`src/rtl/shift_out_ctrl.sv`:
```
// Framed, paced parallel-to-serial controller: accepts a word on valid/ready, emits it MSB-first.
// Optional even-parity bit after the data bits is enabled by defining SHIFT_OUT_CTRL_PARITY_EN.
module shift_out_ctrl #(
  parameter int WIDTH = 4,
  parameter int DIV   = 1
) (
  input  logic             clk_i,
  input  logic             rst_i,
  input  logic             valid_i,
  input  logic [WIDTH-1:0] data_i,
  output logic             ready_o,
  output logic             move_load_o,
  output logic             serial_o,
  output logic             busy_o,
  output logic             done_o
);

  localparam int CNT_W = (DIV > 1) ? $clog2(DIV) : 1;
  localparam int BIT_W = $clog2(WIDTH);

`ifdef SHIFT_OUT_CTRL_PARITY_EN
  typedef enum logic [1:0] {S_IDLE = 2'd0, S_SHIFT = 2'd1, S_PAR = 2'd2, S_DONE = 2'd3} state_t;
  logic r_parity;
`else
  typedef enum logic [1:0] {S_IDLE = 2'd0, S_SHIFT = 2'd1, S_DONE = 2'd3} state_t;
`endif

  state_t           r_state;
  logic [WIDTH-1:0] r_sreg;
  logic [BIT_W-1:0] r_bit_cnt;
  logic [CNT_W-1:0] r_div_cnt;
  logic             r_ready;
  logic             r_busy;
  logic             r_done;

  logic w_accept;
  logic w_div_end;
  logic w_last_bit;

  assign w_accept   = valid_i & r_ready;
  assign w_div_end  = (r_div_cnt == CNT_W'(DIV - 1));
  assign w_last_bit = (r_bit_cnt == BIT_W'(WIDTH - 1));

  assign ready_o     = r_ready;
  assign move_load_o = ~w_accept;
  // The shift register MSB is the registered serial output; it is cleared outside a frame.
  assign serial_o    = r_sreg[WIDTH-1];
  assign busy_o      = r_busy;
  assign done_o      = r_done;

  always_ff @(posedge clk_i) begin
    if (rst_i) begin
      r_state   <= S_IDLE;
      r_sreg    <= '0;
      r_bit_cnt <= '0;
      r_div_cnt <= '0;
      r_ready   <= 1'b1;
      r_busy    <= 1'b0;
      r_done    <= 1'b0;
`ifdef SHIFT_OUT_CTRL_PARITY_EN
      r_parity  <= 1'b0;
`endif
    end else begin
      r_done <= 1'b0;
      case (r_state)
        S_IDLE: begin
          if (w_accept) begin
            r_sreg    <= data_i;
            r_bit_cnt <= '0;
            r_div_cnt <= '0;
            r_ready   <= 1'b0;
            r_busy    <= 1'b1;
            r_state   <= S_SHIFT;
`ifdef SHIFT_OUT_CTRL_PARITY_EN
            r_parity  <= ^data_i;
`endif
          end
        end
        S_SHIFT: begin
          if (w_div_end) begin
            r_div_cnt <= '0;
            if (w_last_bit) begin
`ifdef SHIFT_OUT_CTRL_PARITY_EN
              r_sreg  <= {r_parity, {(WIDTH-1){1'b0}}};
              r_state <= S_PAR;
`else
              r_sreg  <= '0;
              r_done  <= 1'b1;
              r_state <= S_DONE;
`endif
            end else begin
              r_sreg    <= {r_sreg[WIDTH-2:0], 1'b0};
              r_bit_cnt <= r_bit_cnt + BIT_W'(1);
            end
          end else begin
            r_div_cnt <= r_div_cnt + CNT_W'(1);
          end
        end
`ifdef SHIFT_OUT_CTRL_PARITY_EN
        S_PAR: begin
          if (w_div_end) begin
            r_div_cnt <= '0;
            r_sreg    <= '0;
            r_done    <= 1'b1;
            r_state   <= S_DONE;
          end else begin
            r_div_cnt <= r_div_cnt + CNT_W'(1);
          end
        end
`endif
        S_DONE: begin
          r_ready <= 1'b1;
          r_busy  <= 1'b0;
          r_state <= S_IDLE;
        end
        default: begin
          r_sreg  <= '0;
          r_ready <= 1'b1;
          r_busy  <= 1'b0;
          r_state <= S_IDLE;
        end
      endcase
    end
  end

endmodule

```
`config.mk`:
```
export PLATFORM = sky130hd
export DESIGN_NAME = shift_out_ctrl
export DESIGN_NICKNAME = d
export VERILOG_FILES = /design/src/rtl/shift_out_ctrl.sv
export SDC_FILE = /design/constraint.sdc
export NUM_CORES = 1
export LEC_CHECK = 0
export BUFFER_PORTS_ARGS = -buffer_cell sky130_fd_sc_hd__buf_4
export CORE_AREA = 3 3 40 42
export DETAILED_ROUTE_END_ITERATION = 16
export DIE_AREA = 0 0 43 45
export GPL_TIMING_DRIVEN = 0
export PLACE_DENSITY = 0.7
export SKIP_CTS_REPAIR_TIMING = 1
export SLEW_MARGIN = 20
export SYNTH_ARGS = -nofsm -noshare
export SYNTH_HDL_FRONTEND = slang
export SYNTH_SLANG_ARGS = --single-unit
export TNS_END_PERCENT = 5
```
`constraint.sdc`:
```
create_clock -name clk_i -period 1.63 [get_ports clk_i]
set_input_delay 0.0815 -clock clk_i [delete_from_list [all_inputs] [get_ports clk_i]]
set_output_delay 0.0815 -clock clk_i [all_outputs]
set_load 0.01 [all_outputs]
```
==> run metrics <==
instance area after placement=634 um^2; Arrival @ worst endpoint=1.49 ns; Achievable Freq=759 MHz; drt pass-1 iters=4; number of placed instances with taps included=87; Final Instance Area=661 um^2; total number of H-tree levels=1; Post-DRT Antenna Nets=0; Worst path top cell family by delay=flip-flops; capturing instance or port of the critical path=r_sreg[3]$_SDFFE_PP0P_; die outline height=45 um; endpoint of the lowest-slack register-to-register path=r_sreg[3]$_SDFFE_PP0P_; number of antenna violations at the first check in global routing=0; horizontal die dimension=43 um; Max Slew Vio Count=0; n_diodes=0; global placement routability congestion=0.817; count of port buffers added during placement=11; count of synthesis-stage warnings from yosys=0; largest fanout of any net on the critical path=7; slack of the worst reg-to-reg path=0.31 ns; power density over cell area=916 nW/um^2; cells along the critical path=ha_1 > nand2b_1 > a21oi_1 > a221o_1; master cell of the clock root buffer=clkbuf_4; cts bufs inserted=3; post-synthesis sequential element count=11; final setup TNS=0 ns; Core Box Area=1280 um^2; Worst-Margin Slew=0.286 ns; routed wirelength normalized by instance count=13.6 um; CP peak stage delay=0.37 ns; worst setup path start=r_bit_cnt[0]$_SDFFE_PP0P_; CP endpoint kind=flip-flop; number of enable-type register cells in the synthesized netlist=0; asr flop ratio synth=0%; first-pass GRT wire length=2100 um; syn_area_per_cell=8.74 um^2; worst skew pair latency=0.28 ns; Synth Net Count=69; setup slack after layout=0.312 ns; largest net degree at the start of global routing=11; hold_ws=0.0250 ns; logic depth of the worst path, buffers included=4; Layout area overhead=23.9%; commonest cells after routing, fill and taps aside=dfxtp_1, buf_4; count of nets after finishing=85; grt total ovfl=0; clock-pin transition on the worst setup and hold timing paths=0.07 ns; starting density of the core=41.5%; path type of the worst min-delay path=in -> reg; total via count in the routed design=536; via count of the first global-routing pass=467; Die Area=1940 um^2; max-capacitance violation count=0; maximum count of clock buffers along a single path=2; worst setup slack after placement=0.344 ns; fraction of layout instances using a drive strength above 1=23.7%; Max Clock Skew=0.00331 ns; number of sinks on the clock net=11; DR DRC count=0; combined area of all synthesized cells=533 um^2; Worst Setup Start Kind=flip-flop; HPWL after detailed placement=901 um; Register-to-Register Path Depth=4; total power after layout=0.605 mW; kind of critical path=reg -> reg; Cells after Synth=61; area leader, netlist=dfxtp_1; maximum vdd drop=0.000464 V; data required time at the worst endpoint=1.80 ns; setup repair after global routing missed its margin=no; top cell type's share of synthesized area=41.3%; final WL=1240 um; final critical-path share of the clock period=80.9%; minimum period implied by the final worst setup slack=1.32 ns; final hold violations=0; leakage power=0.279 nW; number of failing setup endpoints in the final timing report=0; count of routing violations after the opening detailed-route iteration=14; headroom to the max-slew limit=80.8%; count of cell types in the netlist=30; share of synthesized area occupied by flip-flops and latches=41.3%; filler-free cell count of the finished design=91; slowest stage cell, crit path=dfxtp_1; I/O Pins=12; Crit path buffers/inverters=0; fill cell instance count of the final layout=124; # rows=13; status=completed; GRT Util Overall=14.8%; CTS tree=yes; source of the worst register-to-register timing path=r_bit_cnt[0]$_SDFFE_PP0P_; drt via density=5.89; cell types with the largest area share after synthesis=dfxtp_1, nand2b_1, a21oi_1, nor3_1, o32ai_2; Core Util, Final=51.4%; most used flip-flop cell after synthesis=dfxtp_1
==> synthesized netlist by cell type (2+ instances only) <==
master,n
inv_1,4
nor3_1,4
a211oi_1,2
o21ai_0,3
a31oi_1,2
nand2b_1,4
dfxtp_1,11
buf_2,2
a21oi_1,4
nand2_1,3
nor2_1,3
==> how the worst min path moves through the flow <==
| stage | start | endpoint | slack, ns | depth (start not counted) |
|---|---|---|---|---|
| 6_report | rst_i | r_bit_cnt[0]$_SDFFE_PP0P_ | 0.02 | 2 |
| 5_1_grt | rst_i | r_sreg[0]$_SDFFE_PP0P_ | 0.03 | 2 |
| 4_1_cts | rst_i | r_sreg[0]$_SDFFE_PP0P_ | 0.03 | 2 |
| 3_5_place_dp | rst_i | r_sreg[0]$_SDFFE_PP0P_ | 0.32 | 2 |
| 3_3_place_gp | rst_i | r_bit_cnt[0]$_SDFFE_PP0P_ | 0.32 | 2 |
| 2_1_floorplan | rst_i | r_bit_cnt[0]$_SDFFE_PP0P_ | 0.15 | 1 |
==> sequential cells by signal (all words and copies together), names as in the netlist <==
register,cells
r_state,2
r_sreg,4
done_o,1
r_bit_cnt,2
ready_o,1
busy_o,1
==> layer usage <==
metal  up-vias  track usage, %  share of wire, %
met1       248            17.8                45
li1        255               -                 -
met5         -               0                 0
met2        28            24.0                44
met3         5            3.59               7.8
met4         0            9.04               2.7
==> layout make-up <==
cell class              count  area, um^2  area share [%]
well taps                  15        18.8            2.84
inverters                   4        15.0            2.27
clock buffers               4        26.3            3.98
flip-flops and latches     11         220            33.3
plain buffers               2        10.0            1.52
repair buffers             11        82.6            12.5
multi-input cells          44         288            43.6
==> power breakdown <==
part           internal [mW]  switching (mW)  total (mW)
Clock                 0.0950           0.101       0.196
Combinational         0.0538          0.0523       0.106
Sequential             0.286          0.0168       0.303
==> logic make-up (layout without fill, tap and decap cells) <==
kind of cell,after synthesis,after routing,share of synthesized area (%)
AOI/OAI and AO/OA,22,22,30.3
and+or+nand+nor,20,20,19.5
DFF,11,11,41.3
buffers and inverters,6,21,4.69
adders and majority gates,1,1,2.35
muxes,1,1,1.88
Power figures use the tool's default switching activity.
